### src/rtl/fetch_stage.sv
// -----------------------------------------------------------------------------
// fetch_stage
//
// Instruction-fetch stage. Owns the program counter, drives a combinational
// instruction-memory read port and captures each fetched word together with
// its PC into a single-entry output register that hands off to decode through
// a valid/ready handshake. Later stages can redirect the PC at any time. A
// misaligned or out-of-range fetch is delivered to decode as a faulting
// entry (instruction forced to zero), and fetch then halts until the next
// redirect.
//
// Parameters
//   RESET_PC    byte address loaded into the PC on reset
//   IMEM_DEPTH  number of 32-bit words in instruction memory
//
// Ports
//   clk             rising-edge clock
//   rst_n           synchronous active-low reset
//   imem_addr       word address to instruction memory, {2'b00, pc[63:2]}
//   imem_data       instruction word returned combinationally for imem_addr
//   redirect_valid  load redirect_pc into the PC this cycle
//   redirect_pc     byte-address redirect target
//   id_ready        decode accepts the output register this cycle
//   if_valid        output register holds a fetch
//   if_instr        fetched instruction (zero for a faulting fetch)
//   if_pc           byte PC of if_instr
//   if_fault        fetch was misaligned or out of range
//   halted          fetch is stopped after a fault
//   fetch_count     number of handshakes accepted by decode (wraps at 2^32)
// -----------------------------------------------------------------------------
module fetch_stage #(
    parameter logic [63:0] RESET_PC   = 64'h0,
    parameter int unsigned IMEM_DEPTH = 32
) (
    input  logic        clk,
    input  logic        rst_n,
    output logic [63:0] imem_addr,
    input  logic [31:0] imem_data,
    input  logic        redirect_valid,
    input  logic [63:0] redirect_pc,
    input  logic        id_ready,
    output logic        if_valid,
    output logic [31:0] if_instr,
    output logic [63:0] if_pc,
    output logic        if_fault,
    output logic        halted,
    output logic [31:0] fetch_count
);

    typedef enum logic [0:0] {
        S_RUN  = 1'b0,
        S_HALT = 1'b1
    } state_t;

    state_t      r_state;
    state_t      w_next_state;

    logic [63:0] r_pc;
    logic        r_if_valid;
    logic [31:0] r_if_instr;
    logic [63:0] r_if_pc;
    logic        r_if_fault;
    logic [31:0] r_fetch_count;

    logic [63:0] w_word_addr;
    logic        w_fault;
    logic        w_load;
    logic        w_accept;
    logic        w_halted;

    // Word address, fault detection and load/accept qualifiers from current pc.
    always_comb begin
        w_word_addr = {2'b00, r_pc[63:2]};
        w_fault     = (r_pc[1:0] != 2'b00) || (w_word_addr >= 64'(IMEM_DEPTH));
        // The output register can be refilled when it is empty or being drained.
        w_load      = (r_state == S_RUN) && (!r_if_valid || id_ready);
        w_accept    = r_if_valid && id_ready;
    end

    // FSM state register.
    always_ff @(posedge clk) begin
        if (!rst_n) begin
            r_state <= S_RUN;
        end else begin
            r_state <= w_next_state;
        end
    end

    // FSM next-state logic; a redirect outranks a faulting load.
    always_comb begin
        w_next_state = r_state;
        case (r_state)
            S_RUN: begin
                if (redirect_valid) begin
                    w_next_state = S_RUN;
                end else if (w_load && w_fault) begin
                    w_next_state = S_HALT;
                end else begin
                    w_next_state = S_RUN;
                end
            end
            S_HALT: begin
                if (redirect_valid) begin
                    w_next_state = S_RUN;
                end else begin
                    w_next_state = S_HALT;
                end
            end
            default: begin
                w_next_state = S_RUN;
            end
        endcase
    end

    // FSM output decode.
    always_comb begin
        w_halted = 1'b0;
        case (r_state)
            S_RUN:   w_halted = 1'b0;
            S_HALT:  w_halted = 1'b1;
            default: w_halted = 1'b0;
        endcase
    end

    // PC and output register: priority reset, redirect, load, drain, hold.
    always_ff @(posedge clk) begin
        if (!rst_n) begin
            r_pc       <= RESET_PC;
            r_if_valid <= 1'b0;
            r_if_instr <= 32'h0;
            r_if_pc    <= 64'h0;
            r_if_fault <= 1'b0;
        end else if (redirect_valid) begin
            // Any pending entry is dropped; instr/pc keep their stale values.
            r_pc       <= redirect_pc;
            r_if_valid <= 1'b0;
            r_if_fault <= 1'b0;
        end else if (w_load) begin
            r_if_valid <= 1'b1;
            r_if_pc    <= r_pc;
            if (w_fault) begin
                // Memory data is meaningless here; pc stays on the bad address.
                r_if_instr <= 32'h0;
                r_if_fault <= 1'b1;
            end else begin
                r_if_instr <= imem_data;
                r_if_fault <= 1'b0;
                r_pc       <= r_pc + 64'd4;
            end
        end else if (w_accept) begin
            // Only reachable in HALT: decode drains the entry, nothing refills it.
            r_if_valid <= 1'b0;
        end else begin
            r_if_valid <= r_if_valid;
        end
    end

    // Handshake counter; a redirect does not cancel an accepted transfer.
    always_ff @(posedge clk) begin
        if (!rst_n) begin
            r_fetch_count <= 32'd0;
        end else if (w_accept) begin
            r_fetch_count <= r_fetch_count + 32'd1;
        end else begin
            r_fetch_count <= r_fetch_count;
        end
    end

    assign imem_addr   = w_word_addr;
    assign if_valid    = r_if_valid;
    assign if_instr    = r_if_instr;
    assign if_pc       = r_if_pc;
    assign if_fault    = r_if_fault;
    assign halted      = w_halted;
    assign fetch_count = r_fetch_count;

endmodule

### config.mk
export PLATFORM = sky130hd
export DESIGN_NAME = fetch_stage
export DESIGN_NICKNAME = d
export VERILOG_FILES = /design/src/rtl/fetch_stage.sv
export SDC_FILE = /design/constraint.sdc
export NUM_CORES = 1
export LEC_CHECK = 0
export ABC_AREA = 1
export BUFFER_PORTS_ARGS = -buffer_cell sky130_fd_sc_hd__buf_2
export CAP_MARGIN = 20
export CORE_ASPECT_RATIO = 1.5
export CORE_MARGIN = 3
export CORE_UTILIZATION = 40
export DETAILED_ROUTE_END_ITERATION = 10
export GPL_ROUTABILITY_DRIVEN = 0
export GPL_TIMING_DRIVEN = 0
export PLACE_DENSITY = 0.65
export SYNTH_ARGS = -nofsm -noshare
export SYNTH_HDL_FRONTEND = slang
export SYNTH_SLANG_ARGS = --single-unit
### constraint.sdc
create_clock -name clk -period 3 [get_ports clk]
set_input_delay 0.6 -clock clk [delete_from_list [all_inputs] [get_ports clk]]
set_output_delay 0.6 -clock clk [all_outputs]
set_load 0.01 [all_outputs]
Word level (Yosys, flattened, before mapping):

Index checks and enable logic that the tools add are counted.

* register bits after elaboration: 195
* input bits: 100
* output and inout bits: 195
* word-level logic and storage cells: 38

* add/sub/neg operators: 2
* magnitude comparators: 1
* equal/unequal tests: 1
* multiplexer cells: 12
* bitwise gates (word level): 3
* reduce and logical (&&, ||, !) cells: 12

Operator list (number)
* 64-bit two-way mux: 3
* 64-bit by 3-bit adder with 64-bit output, second input constant: 1
* 62-bit by 6-bit >= comparator with 1-bit output, second input constant: 1
* 32-bit by 1-bit adder with 32-bit output, second input constant: 1
* 32-bit two-way mux: 1
* 1-bit two-way mux: 6
* 2-bit nonzero test: 3
* 1-bit case mux with 2 select lines: 2
* 2-bit AND reduction: 2
* 1-bit logical AND: 3
* 1-bit NOT: 3
* 1-bit logical OR: 2
* 2-bit inequality test, second input constant: 1
* 2-bit OR reduction: 1
* 1-bit logical NOT: 1

Depth between registers and ports, before layout:

Gate-level depths: netlist (run 1).

* depth in word-level cells: 7
* depth in mapped cells: 12
* mapped depth without buffers: 12

Least setup slack after synthesis (run 1):

Ideal clock, no wire load.

* path kind: register -> register
* start point: reg r_fetch_count[1] (netlist: fetch_count[1])
* end point: reg r_fetch_count[22] (netlist: fetch_count[22])
* setup time: 0.113 ns
* arrival: 1.670 ns
* data required time: 2.887 ns
* slack: 1.217 ns
* cell stages (with the launch flop): 11
* buffers on the path: 0
* period minus slack after synthesis: 1.783 ns
* path through: dfxtp_1 > ha_1 > clkinv_1 > nor3_4 > nand2_2 > nor2_4 > nand2_4 > nor2_4 > nand2_2 > o21ai_1 > nor2_1

* word-level cells in the longest chain between the ends: 1

Ends and longest elaborated chain
* start: declaration: RTL line 63 `logic [31:0] r_fetch_count;`
* start signal: assignment: RTL line 163 `r_fetch_count <= r_fetch_count + 32'd1;`
* start signal: assignment: RTL line 165 `r_fetch_count <= r_fetch_count;`
* 32-bit by 1-bit adder with 32-bit output: RTL line 163

No other way between the ends.
A chain may end at the register's enable or synchronous reset.

Worst setup path in the final report (run 1):

* start point: reg r_if_valid (netlist: if_valid)
* end point: reg r_if_instr[27] (netlist: if_instr[27])

* word-level cells in the longest chain between the ends: 4

Ends and longest elaborated chain
* start: declaration: RTL line 59 `logic r_if_valid;`
* start signal: assignment: RTL line 154 `r_if_valid <= r_if_valid;`
* 1-bit logical NOT: RTL line 76 `w_load = (r_state == S_RUN) && (!r_if_valid || id_ready);`
* 1-bit logical OR: RTL line 76
* 1-bit logical AND: RTL line 76
* 2-bit AND reduction (no line)
* end signal: assignment: RTL line 146 `r_if_instr <= imem_data;`
* end: declaration: RTL line 60 `logic [31:0] r_if_instr;`

No other way between the ends.

==> flow_metrics.py, run 1 <==
metrics = {
    "status": {
        "outcome": "finished clean",
    },
    "placement": {
        "placed_cells": 1936,
        "preCtsSetupSlack_ns": 0.435,
        "hpwlAfterDp_mm": 24.8,
        "io_buffers": 291,
        "placed_area_sq_mm": 0.0110,
    },
    "floorplan": {
        "core_area_sq_mm": 0.0225,
        "num_io_pins": 295,
        "die_h_um": 192,
        "die_area_sq_mm": 0.0249,
        "initial_utilization": 0.409,
        "placementRows": 67,
        "die_w_um": 130,
    },
    "worst_setup_path": {
        "worst_setup_path_end_kind": "flop",
        "cp.arrival_ns": 2.53,
        "critPathKind": "reg2reg",
        "required_ns": 3.37,
        "cp-start-kind": "flop",
        "crit_fanout": 10,
    },
    "synthesis": {
        "synth_edf_count": 0,
        "synthAdderAreaFrac": 0.00408,
        "muxShareOfSynthArea": 0,
        "yosysTopAreaCell": "dfxtp_1",
        "ys_seq_area_frac": 0.425,
        "syn_area_per_cell_sq_um": 6.72,
        "yosys.area_share.simple": 0.298,
        "synth.distinct_cells": 33,
        "netlist_instances": 1368,
        "synthArstFlopShare": 0,
        "synth_xor_area_frac": 0.00572,
        "ys.warnings.count": 0,
        "ys.flop_type": "dfxtp_1",
        "synth_top_family_by_area": "simple AND/OR/NAND/NOR gates",
        "synthTopCellsByArea": "dfxtp_1 42%, nand2_1 13%, nor2_1 9.8%",
        "yosys.area.top_type_share": 0.425,
        "ys_seq_elements": 195,
        "synth_area_sq_mm": 0.00919,
        "synth_compound_area_frac": 0.135,
    },
    "clocking": {
        "path_clk_slew_ns": 0.08,
        "cts_buffers": 17,
        "hold_buffers": 0,
        "clock_sinks": 195,
        "post_cts_buffers": 0,
        "insertion_delay_ns": 0.44,
        "cts_buffer_depth": 2,
        "cts_root_buffer": "clkbuf_16",
        "htreeDepth": 4,
        "ctsResizeCount": 0,
        "cts_tree": "yes",
    },
    "pwr": {
        "leakage_nw": 5.73,
        "p_per_area_mw_per_mm2": 528,
        "p_total_mw": 6.11,
        "ir_drop_uv": 358,
    },
    "route": {
        "drt.antenna.violating_nets": 0,
        "wire_per_inst_um": 16.2,
        "viasPerCell": 4.96,
        "first_iter_violations": 548,
        "first_pass_iters": 6,
        "vias": 9777,
        "drt-total-wl_mm": 31.9,
        "drc": 0,
    },
    "sta": {
        "setup_viol": 0,
        "setup_slack_ns": 0.846,
        "hold_viol_final": 0,
        "tns_ns": 0,
        "fin_crit_sh": 0.718,
        "maxSlewViolCount": 0,
        "max-slew-margin-rel": 0.518,
        "skew_ns": 0.0130,
        "rsz0062_at_grt": "false",
        "period_needed_ns": 2.15,
        "tightest_slew_ns": 0.723,
        "clock.fmax_mhz": 464,
    },
    "job": {
        "cap_violations": 0,
    },
    "layout": {
        "final_cell_mix": "315 x buf_2, 312 x nand2_1, 239 x nor2_1, 195 x dfxtp_1, 116 x a21oi_1",
        "drive_above_1_share": 0.256,
        "layout_commonest_cell": "buf_2",
        "fin_cells": 1973,
        "final_area_sq_mm": 0.0116,
        "area_growth_pct": 26.0,
        "nets": 1782,
    },
    "grt": {
        "grt_pass1_vias": 9481,
        "antenna_found_initial": 6,
        "grt_pass1_wl_mm": 49.5,
        "grt_overflow": 0,
        "grt_max_degree": 18,
        "grt.total_usage": 0.256,
    },
    "hold_path": {
        "hp-class": "in2reg",
    },
}
==> cell type report <==
type                    instances  area (sq um)
diodes                          5          12.5
plain buffers                 132           766
clock buffers                  19           443
clock inverters                13           124
fillers                      2372         10900
inverters                     119           447
multi-input cells             923          4080
flip-flops and latches        195          3900
well taps                     276           345
repair buffers                291          1460
==> state kept, by name, indices dropped and copies added (netlist names) <==
name         count
if_pc           64
if_valid         1
if_fault         1
fetch_count     32
if_instr        32
r_state          1
r_pc            64
==> logic make-up (layout without fill, tap and decap cells) <==
| kind of cell | after synthesis | in the layout |
|---|---|---|
| flip-flops | 195 | 195 |
| AND/OR/NAND/NOR | 668 | 668 |
| XOR/XNOR | 6 | 6 |
| adder cells (fa/ha/maj) | 3 | 3 |
| buffers and inverters | 251 | 574 |
| other | 1 | 7 |
| AO/OA/AOI/OAI | 244 | 244 |
==> Yosys cell counts, types with 2 or more instances <==
library cell  number
nand2_1          312
nor2_1           239
dfxtp_1          195
a21oi_1          116
o21ai_0          115
inv_1            109
nand3_1           74
buf_4             64
clkbuf_1          39
buf_2             24
nor3_1            15
inv_2              7
nand2_2            6
nand4_1            6
xor2_1             6
buf_1              5
a31oi_1            4
nor2_4             4
o21ai_1            4
clkinv_1           3
ha_1               3
nand3b_1           3
nand3_2            2
nor2_2             2
nor3b_1            2
o21a_1             2
==> layer usage <==
metal  share of wire  global-route usage  routed length, um  vias up
met1            0.39               0.285              12300     4462
met2            0.52               0.464              16500      340
met4           0.033               0.102               1050        4
met3           0.063              0.0587               2010       67
li1                -                   -                  -     4904
met5         0.00044                   0                 14        -
==> critical path, stage by stage (launching register included) <==
cell and delay (ns):
dfxtp_1 0.35, nand2_1 0.10, nand2_1 0.12, nor2_2 0.56, buf_2 0.41, buf_2 0.28
o21ai_0 0.11, a21oi_1 0.13
==> final timing paths <==
kind	from	to	slack (ns)	depth (start not counted)
min reg2reg	if_pc[0]	if_pc[0]	0.47	2
max	if_valid	if_instr[27]	0.85	7
max reg2reg	if_valid	if_instr[27]	0.85	7
min	redirect_pc[0]	r_pc[0]	0.39	3
==> per-stage QoR <==
step,util,hold slack (ns)
floorplan,-,0.448
global placement,0.489,0.445
detailed placement,0.489,0.463
CTS,0.515,0.377
global route,0.515,0.383
finish,0.515,0.391
==> power by group <==
part / switching, mW / total, mW / internal (mW)
clock network: 1.08 / 2.26 / 1.18
registers: 0.132 / 2.88 / 2.75
logic: 0.570 / 0.958 / 0.388
No activity file was read; power rests on OpenSTA's default activity.
==> run 2: changes to the inputs <==
--- a/config.mk
+++ b/config.mk
@@ -14,7 +14,7 @@
 export DETAILED_ROUTE_END_ITERATION = 10
 export GPL_ROUTABILITY_DRIVEN = 0
 export GPL_TIMING_DRIVEN = 0
-export PLACE_DENSITY = 0.65
+export PLACE_DENSITY = 0.68
 export SYNTH_ARGS = -nofsm -noshare
 export SYNTH_HDL_FRONTEND = slang
 export SYNTH_SLANG_ARGS = --single-unit
==> constraint.sdc (replaced) <==
create_clock -name clk -period 1.9 [get_ports clk]
set_input_delay 0.38 -clock clk [delete_from_list [all_inputs] [get_ports clk]]
set_output_delay 0.38 -clock clk [all_outputs]
set_load 0.01 [all_outputs]
==> run 2 against run 1 <==
Non-clock buffer count grew 3; clock-buffer cell count shrank 1; die area is the same; combinational power grew 61%; clock power grew 70%; critical path depth grew 4; design area grew 1.5%; final cell count grew 0.10%; clock skew shrank 0.0053 ns; sequential power grew 58%; largest cell class unchanged; highest routed layer unchanged.
==> flow_metrics.py, run 2 (synthesis gave the netlist of run 1 again) <==
metrics = {
    "worst_setup_path": {
        "timing.rr.start": "r_pc[36]",
        "cp.arrival_ns": 2.10,
        "crit_fanout": 10,
        "required_ns": 2.24,
        "cp-start-kind": "flop",
        "worst_setup_path_end_kind": "flop",
        "reg2reg_slack_ns": 0.14,
        "timing.rr.end": "r_pc[30]",
        "critPathKind": "reg2reg",
        "r2r_cells": 11,
    },
    "layout": {
        "area_growth_pct": 27.8,
        "drive_above_1_share": 0.271,
        "final_cell_mix": "309 x nand2_1, 308 x buf_2, 233 x nor2_1, 190 x dfxtp_1, 116 x a21oi_1",
        "layout_commonest_cell": "nand2_1",
        "regArea_sq_mm": 0.00392,
        "nets": 1785,
        "final_util": 0.523,
        "multiInputGateArea_sq_mm": 0.00413,
        "final.fill_count": 2342,
    },
    "clocking": {
        "path_clk_slew_ns": 0.07,
        "clock_sinks": 195,
        "cts_root_buffer": "clkbuf_16",
        "insertion_delay_ns": 0.44,
        "htreeDepth": 4,
        "cts_tree": "yes",
        "cts_buffers": 17,
        "hold_buffers": 0,
        "cts_buffer_depth": 2,
    },
    "grt": {
        "grt_overflow": 0,
        "grt_pass1_vias": 9148,
        "grt.total_usage": 0.253,
        "antenna_found_initial": 7,
        "grt_max_degree": 18,
        "grt_pass1_wl_mm": 48.6,
    },
    "hold_path": {
        "min-delay-start": "redirect_pc[0]",
        "hold_path_end": "r_pc[0]",
        "hp-class": "in2reg",
        "hold_path_depth": 3,
    },
    "job": {
        "cap_violations": 0,
    },
    "sta": {
        "setup_viol": 0,
        "maxSlewViolCount": 0,
        "fin_crit_sh": 0.929,
        "hold_viol_final": 0,
        "tns_ns": 0,
        "max-slew-margin-rel": 0.511,
        "tightest_slew_ns": 0.733,
        "clock.fmax_mhz": 567,
        "period_needed_ns": 1.76,
        "setup_slack_ns": 0.136,
        "skew_ns": 0.00767,
        "hold_ws_ns": 0.163,
    },
    "pwr": {
        "seq_power_share": 0.458,
        "p_comb_frac": 0.155,
        "p_int_mw": 7.11,
        "power.switching_mw": 2.84,
        "p_per_area_mw_per_mm2": 847,
        "switching_share": 0.285,
        "p_total_mw": 9.94,
        "ir_drop_uv": 650,
        "leakage_nw": 5.80,
        "pwr-share-clk": 0.387,
    },
    "floorplan": {
        "die_area_sq_mm": 0.0249,
        "initial_utilization": 0.409,
        "num_io_pins": 295,
        "placementRows": 67,
        "die_w_um": 130,
        "core_area_sq_mm": 0.0225,
        "die_h_um": 192,
    },
    "route": {
        "first_pass_iters": 6,
        "drt.antenna.violating_nets": 0,
        "viasPerCell": 4.95,
        "wire_per_inst_um": 16.3,
        "drc": 0,
        "vias": 9777,
        "drt-total-wl_mm": 32.2,
        "first_iter_violations": 642,
    },
    "placement": {
        "hpwlAfterDp_mm": 24.8,
        "io_buffers": 291,
        "preCtsSetupSlack_ns": -0.423,
    },
    "status": {
        "outcome": "finished clean",
    },
}
-- run 2: changes by cell type in the layout (fill, tap and decap cells not counted), sizes merged --
cell / before / now
buf: 384 / 386
diode: 5 / 4
bufinv: 1 / 3
clkinvlp: 3 / 1
inv: 121 / 122
-- run 2: what timing repair did --
item,CTS,global route
pin swaps,2,2
endpoints found under the setup margin,142,83
setup buffers,2,2
resized for setup,6,39
-- run 2: worst max path at each step --
stage                               from         endpoint  cells after the start
final                           r_pc[36]         r_pc[30]                     11
after global routing            r_pc[60]          r_pc[8]                     11
after CTS                       r_pc[51]     if_instr[22]                     10
after detailed placement        id_ready     if_instr[28]                      9
after global placement          id_ready         if_pc[1]                      9
after floorplan           fetch_count[1]  fetch_count[22]                     10
-- run 2: per-layer routing --
metal / GRT usage / share of wire / wire length (um) / vias to the layer above
li1: - / - / - / 4904
met1: 0.285 / 0.38 / 12200 / 4451
met2: 0.451 / 0.52 / 16700 / 350
met3: 0.0587 / 0.070 / 2250 / 64
met4: 0.106 / 0.029 / 926 / 8
met5: 0 / 0.0016 / 52 / -
-- run 2: stage by stage --
step,cells,instance area [sq um]
final,1975,11700
after global routing,1973,11700
after CTS,1970,11600
after detailed placement,1936,11000
after global placement,1936,11000
after floorplan,1369,9190
-- run 2: area by class of cell --
| cell class | instances | area share |
|---|---|---|
| Multi-Input combinational cell | 923 | 0.352 |
| Sequential cell | 195 | 0.333 |
| Timing Repair Buffer | 295 | 0.127 |
| Buffer | 131 | 0.0670 |
| Inverter | 119 | 0.0383 |
| Clock buffer | 18 | 0.0374 |
| Tap cell | 276 | 0.0294 |
| Clock inverter | 14 | 0.0150 |
| Antenna cell | 4 | 0.000852 |
-- run 2: critical path, stage by stage (launching register included) --
cell	delay, ns
dfxtp_1	0.35
nor2_2	0.16
nand2_2	0.10
nor2_1	0.09
nand2_1	0.07
nor2_1	0.17
nand3_2	0.13
nand2_1	0.11
nand2_2	0.11
buf_4	0.20
nor2_1	0.11
nor2_1	0.05
-- run 2: power groups by stage --
stage	registers, mW	clock network (mW)	logic, mW
2_1_floorplan	4.66	0	0.821
3_3_place_gp	4.64	0	1.51
3_5_place_dp	4.64	0	1.52
4_1_cts	4.55	3.90	1.54
5_1_grt	4.58	4.09	1.72
6_report	4.55	3.84	1.54
